<file path="config.mk">
export PLATFORM = sky130hd
export DESIGN_NAME = memory_loader
export DESIGN_NICKNAME = d
export VERILOG_FILES = /design/src/rtl/memory_loader_pkg.sv /design/src/rtl/memory_loader.sv
export SDC_FILE = /design/constraint.sdc
export NUM_CORES = 1
export LEC_CHECK = 0
export ABC_AREA = 1
export CAP_MARGIN = 10
export CORE_MARGIN = 4
export CORE_UTILIZATION = 55
export DETAILED_ROUTE_END_ITERATION = 8
export PLACE_DENSITY = 0.84
export SETUP_SLACK_MARGIN = 0.4
export SYNTH_ARGS = -nofsm -noshare
export SYNTH_HDL_FRONTEND = slang
export SYNTH_SLANG_ARGS = --single-unit
</file>
<file path="constraint.sdc">
create_clock -name iclk -period 5.16 [get_ports iclk]
set_input_delay 1.032 -clock iclk [delete_from_list [all_inputs] [get_ports iclk]]
set_output_delay 1.032 -clock iclk [all_outputs]
set_load 0.05 [all_outputs]
</file>
<file path="src/rtl/memory_loader_pkg.sv">
// rtl/memory_loader_pkg.sv - shared widths and FSM state type for the memory loader
package memory_loader_pkg;

    // Memory word width and number of significant word-address bits
    localparam int DATA_W      = 16;
    localparam int ADDR_W      = 11;

    // Width of the memory data-port address bus driven by the loader
    localparam int PORT_ADDR_W = 16;

    typedef enum logic [2:0] {
        IDLE  = 3'd0,
        LOAD  = 3'd1,
        CHECK = 3'd2,
        DONE  = 3'd3,
        ERR   = 3'd4
    } state_t;

endpackage

</file>
<file path="src/rtl/memory_loader.sv">
// rtl/memory_loader.sv - streams words into memory, reads them back and compares sums
module memory_loader #(
    parameter int DATA_W = memory_loader_pkg::DATA_W,
    parameter int ADDR_W = memory_loader_pkg::ADDR_W
) (
    input  logic                iclk,
    input  logic                irst_n,
    input  logic                iStart,
    input  logic [ADDR_W-1:0]   iBase,
    input  logic [ADDR_W:0]     iLen,
    input  logic                iValid,
    input  logic [DATA_W-1:0]   iWord,
    output logic                oReady,
    output logic [15:0]         oDataAddr,
    output logic [DATA_W-1:0]   oData,
    output logic                oDataWrite,
    input  logic [DATA_W-1:0]   iMemData,
    output logic                oBusy,
    output logic                oDone,
    output logic                oErr,
    output logic [DATA_W-1:0]   oChecksum
);

    import memory_loader_pkg::*;

    localparam logic [ADDR_W:0] CNT_ONE = {{ADDR_W{1'b0}}, 1'b1};

    state_t              r_state;
    state_t              w_next;

    logic [ADDR_W-1:0]   r_base;
    logic [ADDR_W:0]     r_len;
    logic [ADDR_W:0]     r_count;
    logic [DATA_W-1:0]   r_wsum;
    logic [DATA_W-1:0]   r_rsum;

    logic                w_start_ok;
    logic                w_xfer;
    logic                w_last;
    logic [ADDR_W-1:0]   w_addr;
    logic [DATA_W-1:0]   w_rsum_next;

    // A start is only honoured when no load is in flight
    assign w_start_ok  = iStart && ((r_state == IDLE) || (r_state == DONE) || (r_state == ERR));
    assign w_xfer      = (r_state == LOAD) && iValid;
    assign w_last      = (r_count == (r_len - CNT_ONE));
    // Address arithmetic is ADDR_W wide so it wraps naturally at the top of memory
    assign w_addr      = r_base + r_count[ADDR_W-1:0];
    assign w_rsum_next = r_rsum + iMemData;

    // Memory port is driven straight from the current cycle so a write lands with its word
    assign oDataWrite  = w_xfer;
    assign oData       = w_xfer ? iWord : '0;
    assign oDataAddr   = ((r_state == LOAD) || (r_state == CHECK))
                         ? {{(16-ADDR_W){1'b0}}, w_addr} : '0;
    assign oChecksum   = r_wsum;

    // State register
    always_ff @(posedge iclk or negedge irst_n) begin
        if (!irst_n) begin
            r_state <= IDLE;
        end else begin
            r_state <= w_next;
        end
    end

    // Next-state decode and per-state status outputs
    always_comb begin
        w_next = r_state;
        oReady = 1'b0;
        oBusy  = 1'b0;
        oDone  = 1'b0;
        oErr   = 1'b0;
        case (r_state)
            IDLE, DONE, ERR: begin
                oDone = (r_state == DONE);
                oErr  = (r_state == ERR);
                if (iStart) begin
                    w_next = (iLen == '0) ? DONE : LOAD;
                end
            end
            LOAD: begin
                oReady = 1'b1;
                oBusy  = 1'b1;
                if (iValid && w_last) begin
                    w_next = CHECK;
                end
            end
            CHECK: begin
                oBusy = 1'b1;
                // The final readback word is folded in before the comparison
                if (w_last) begin
                    w_next = (w_rsum_next == r_wsum) ? DONE : ERR;
                end
            end
            default: begin
                w_next = IDLE;
            end
        endcase
    end

    // Load parameters, word counter and the write/read running sums
    always_ff @(posedge iclk or negedge irst_n) begin
        if (!irst_n) begin
            r_base  <= '0;
            r_len   <= '0;
            r_count <= '0;
            r_wsum  <= '0;
            r_rsum  <= '0;
        end else if (w_start_ok) begin
            r_base  <= iBase;
            r_len   <= iLen;
            r_count <= '0;
            r_wsum  <= '0;
            r_rsum  <= '0;
        end else if (w_xfer) begin
            r_wsum  <= r_wsum + iWord;
            r_count <= w_last ? '0 : (r_count + CNT_ONE);
        end else if (r_state == CHECK) begin
            r_rsum  <= w_rsum_next;
            r_count <= w_last ? '0 : (r_count + CNT_ONE);
        end
    end

endmodule

</file>
## Word-level counts from Yosys, hierarchy flattened

Cells that the tools add are included.

- Register bits: 70
- Output and inout port bits: 53
- Logic and storage cells: 57

- Add/sub/neg operators: 5
- Equal/unequal tests: 10
- Muxes and demuxes: 21
- Reductions and logical operators: 15

Operator list:

| operator | number |
|---|---|
| $mux 16 | 6 |
| $mux 12 | 4 |
| $add 16x16->16 | 2 |
| $eq 16x16->1 | 1 |
| $add 12x1->12 const B | 1 |
| $eq 12x12->1 | 1 |
| $logic_not 12->1 | 1 |
| $mux 3 | 4 |
| $sub 12x1->12 const B | 1 |
| $add 11x11->11 | 1 |
| $mux 11 | 1 |
| $pmux 3 s3 | 1 |
| $eq 3x2->1 const B | 2 |
| $ne 2x2->1 const B | 3 |
| $mux 1 | 4 |
| $reduce_bool 2->1 | 2 |
| $eq 3x1->1 const B | 1 |
| $eq 3x3->1 const B | 1 |
| $logic_and 1x1->1 | 3 |
| $logic_not 3->1 | 1 |
| $logic_or 1x1->1 | 3 |
| $reduce_and 3->1 | 1 |
| $reduce_bool 3->1 | 1 |
| $reduce_or 3->1 | 1 |
| 4 further kinds | 4 |

## Depth between registers and ports, before layout

- Depth after elaboration: 6
- Gate-level depth with buffers: 19

## Least setup slack after synthesis

No wires, ideal clock.

- Kind: register to output
- Start point: reg r_state[2]
- End point: out oDataAddr[10]
- Data arrival time: 2.725 ns
- Data required time: 4.128 ns
- Setup slack: 1.403 ns
- Stages on the path, launching flop included: 7
- Buffers on the path: 1
- Cells stage by stage: dfrtp_1 -> nor3_2 -> inv_2 -> nand2_1 -> buf_2 -> o21ai_0 -> a21oi_1

- Cells in the longest elaborated chain, start to end: 3
- Elaborated cells on any way between the ends: 4

Ends and longest elaborated chain:

| element | line | source |
|---|---|---|
| start, declared | memory_loader.sv:28 | `state_t r_state;` |
| start signal, assigned | memory_loader.sv:63 | `r_state <= w_next;` |
| $eq 3x1->1 / $eq 3x2->1 (equally long branches) | memory_loader.sv:54 | `assign oDataAddr = ((r_state == LOAD) \|\| (r_state == CHECK))` |
| $logic_or 1x1->1 (*) | memory_loader.sv:54 |  |
| $mux 11 (*) | memory_loader.sv:55 | `? {{(16-ADDR_W){1'b0}}, w_addr} : '0;` |
| end, declared | memory_loader.sv:14 | `output logic [15:0] oDataAddr,` |

Mark *: on every way between the ends. The rest lies on a longest branch, timed or not.

## Final worst setup path

- Start point: reg r_count[3]
- End point: out oDataAddr[8]

- Cells in the longest elaborated chain, start to end: 2

Ends and longest elaborated chain:

| element | line | source |
|---|---|---|
| start, declared | memory_loader.sv:33 | `logic [ADDR_W:0] r_count;` |
| start signal, assigned | memory_loader.sv:118 | `r_count <= w_last ? '0 : (r_count + CNT_ONE);` |
| start signal, assigned | memory_loader.sv:121 | `r_count <= w_last ? '0 : (r_count + CNT_ONE);` |
| $add 11x11->11 | memory_loader.sv:48 | `assign w_addr = r_base + r_count[ADDR_W-1:0];` |
| $mux 11 | memory_loader.sv:55 |  |

No other way between the ends.

==> impl_metrics.tcl <==
set metrics [dict create \
    required_ps 4130 \
    synthXorXnorAreaFrac 0.0605 \
    drt_iter0_drc 380 \
    insertion_delay_ps 360 \
    fp.dieArea_um2 12600 \
    yosysSeqAreaShare 0.294 \
    p_sw_mw 2.15 \
    drive_gt1_frac 0.0708 \
    avgSynthCellArea_um2 7.00 \
    synth_edf_count 0 \
    leakagePower_nw 3.65 \
    grt_max_degree 41 \
    die-height_um 112 \
    grt_overflow 0 \
    synth_fa_ha_area_frac 0.0982 \
    synthArstFlopShare 1.00 \
    max_freq_ghz 0.242 \
    syn_area_um2 5960 \
    slew_headroom 0.381 \
    synthToLayoutAreaGrowth_pct 22.5 \
    detail_route.wirelength_mm 15.5 \
    internal_power_mw 1.86 \
    grt_setup_unrepaired "no" \
    diodes 0 \
    cts_setup_buffers 0 \
    skew_ps 15.2 \
    drv_cap 0 \
    final_cell_area_um2 7300 \
    num-fill-cells 888 \
    clock-sinks 70 \
    status "completed" \
    post_cts_resized 0 \
    cts_made_buffers 9 \
    dr.pass1.iters 5 \
    grt_use_total 0.246 \
    placementRows 37 \
    tightest_slew_ps 929 \
    place_area_um2 7110 \
    ys_ff_latch 70 \
    p_per_area_nw_per_um2 549 \
    p_clk_frac 0.116 \
    critPathCaptureType "output pin" \
    drc 0 \
    hold_violations 0 \
    portBuffers 106 \
    cts_buffer_depth 2 \
    yosys.area_share.simple 0.323 \
    avgRoutedWirePerCell_um 14.2 \
    synth_mux_area_frac 0 \
    finalNetCount 1060 \
    final-setup-viol-count 0 \
    cts_hold_buf 0 \
    postRouteAntennaNets 0 \
    fin_tns_setup_ps 0 \
    cts_tree "done" \
    antenna_found_initial 0 \
    seq_power_share 0.238 \
    cts.clk_slew.worst_paths_ps 90 \
    cp_max_fo 8 \
    worstSetupPathType "reg2out" \
    slew_violations 0 \
    grt_pass1_vias 5260 \
    hold_class "reg2reg" \
    dr_total_vias 5816 \
    cp_data_arrival_time_ps 3110 \
    htreeDepth 3 \
    pwr-share-comb 0.646 \
    hpwl_mm 12.2 \
    synth-warning-count 0 \
    synthCells 852 \
    synth_ff_type "dfrtp_1" \
    die_w_um 112 \
    min_period_ps 4140 \
    gp_congestion 0.966 \
    ir_drop_mv 0.368 \
    switching_share 0.536 \
    grt_pass1_wl_mm 25.5 \
    synth_compound_area_frac 0.129 \
    cts-root-buf "clkbuf_8" \
    synth_top_family_by_area "simple AND/OR/NAND/NOR gates" \
    period_share 0.802 \
    io_pins 112 \
    start_util 0.570 \
    via_per_inst 5.30 \
    final_util 0.698 \
    startpoint_type "flop" \
    core_um2 10500 \
    ys_types 44 \
]
-- sequential cells by signal, summed over array words and instances (netlist names) --
name       cells
r_len         12
oChecksum     16
r_state        3
r_rsum        16
r_base        11
r_count       12
-- cells by family after synthesis --
kind of cell	count (synthesis)
compound gates	131
xor+xnor	38
flops	70
buf+inv	140
fa+ha+maj	45
simple gates	427
other cells	1
-- through the flow --
stage / setup slack (ps) / instances / hold WS (ps) / total power [mW]
5_1_grt: 723 / 1097 / 508 / 4.32
4_1_cts: 1050 / 1097 / 491 / 3.99
3_3_place_gp: 1310 / 1081 / 461 / 3.48
2_1_floorplan: 1400 / 856 / 448 / 2.85
6_report: 1020 / 1097 / 487 / 4.01
3_5_place_dp: 1260 / 1081 / 471 / 3.52
-- routing by layer --
layer	track usage	vias up	routed length (um)	share of wire
li1	-	2999	-	-
met1	0.369	2588	7790	0.50
met2	0.374	214	6560	0.42
met3	0.0334	15	998	0.064
met4	0.0609	0	200	0.013
met5	0	-	0	0
-- cells in the mapped netlist, types with 3 or more instances --
master,instances,area share
nand3_2,5,0.0084
xor2_1,26,0.038
inv_2,13,0.0082
ha_1,42,0.088
inv_1,107,0.067
fa_1,3,0.010
a22o_1,3,0.0044
a32o_1,9,0.015
a21oi_1,50,0.042
nand2_1,225,0.14
nor2_4,3,0.0057
nor4_1,3,0.0031
o21bai_1,3,0.0038
xnor2_1,10,0.015
nor3_2,4,0.0067
nand2_2,11,0.012
o21ai_0,47,0.039
dfrtp_1,70,0.29
o2111ai_1,4,0.0059
buf_4,6,0.0076
nor2_2,7,0.0073
nand3_1,66,0.055
clkbuf_1,9,0.0057
nand4_1,13,0.014
nor3_1,5,0.0042
o22ai_1,10,0.010
nor2_1,75,0.047
-- final timing paths --
path / slack (ps) / end / cells past startpoint / start
min in group asynchronous: 810 / oChecksum[2] / 1 / irst_n
hold / removal: 490 / r_base[8] / 2 / r_base[8]
max in group asynchronous: 3400 / r_base[5] / 2 / irst_n
setup / recovery: 1020 / oDataAddr[8] / 10 / r_count[3]
setup reg to reg: 2560 / r_count[10] / 9 / r_state[2]
hold reg to reg: 490 / r_base[8] / 2 / r_base[8]
-- power groups by stage --
| stage | combinational (mW) | sequential (mW) | clock (mW) |
|---|---|---|---|
| floorplan | 1.79 | 1.06 | 0 |
| global placement | 2.53 | 0.952 | 0 |
| detailed placement | 2.56 | 0.957 | 0 |
| CTS | 2.58 | 0.948 | 0.467 |
| global route | 2.85 | 0.981 | 0.488 |
| finish | 2.59 | 0.955 | 0.464 |
-- area by class of cell --
cell class / count / area (um2) / share of cell area
clock buffers: 10 / 128 / 0.0175
clock inverters: 6 / 70.1 / 0.00959
inverters: 121 / 457 / 0.0625
multi-input cells: 646 / 3660 / 0.501
flip-flops and latches: 70 / 1750 / 0.240
well taps: 136 / 170 / 0.0233
repair buffers: 108 / 1070 / 0.147
-- layout by cell type (no fill, tap or decap), drive strengths merged, types with 5 or more instances in the layout --
| cell type | synthesis | layout |
|---|---|---|
| inv | 121 | 123 |
| nor2 | 86 | 86 |
| xor2 | 26 | 26 |
| o22ai | 10 | 10 |
| nand3 | 71 | 71 |
| clkdlybuf4s50 | 0 | 105 |
| nand4 | 13 | 13 |
| nor3 | 10 | 10 |
| a32o | 9 | 9 |
| xnor2 | 10 | 10 |
| nand2 | 238 | 238 |
| ha | 42 | 42 |
| o21ai | 47 | 47 |
| clkbuf | 9 | 10 |
| dfrtp | 70 | 70 |
| conb | 1 | 5 |
| a21oi | 51 | 51 |
-- critical path, stage by stage (launching register included) --
cell and delay [ps]:
dfrtp_1 490, ha_1 390, a21oi_1 200, o21ai_0 120, a21oi_1 240, nor2_1 70
nor2_1 90, o21bai_1 80, a21oi_1 130, o21a_1 130, clkdlybuf4s50_1 800
Power figures use the tool's default switching activity.
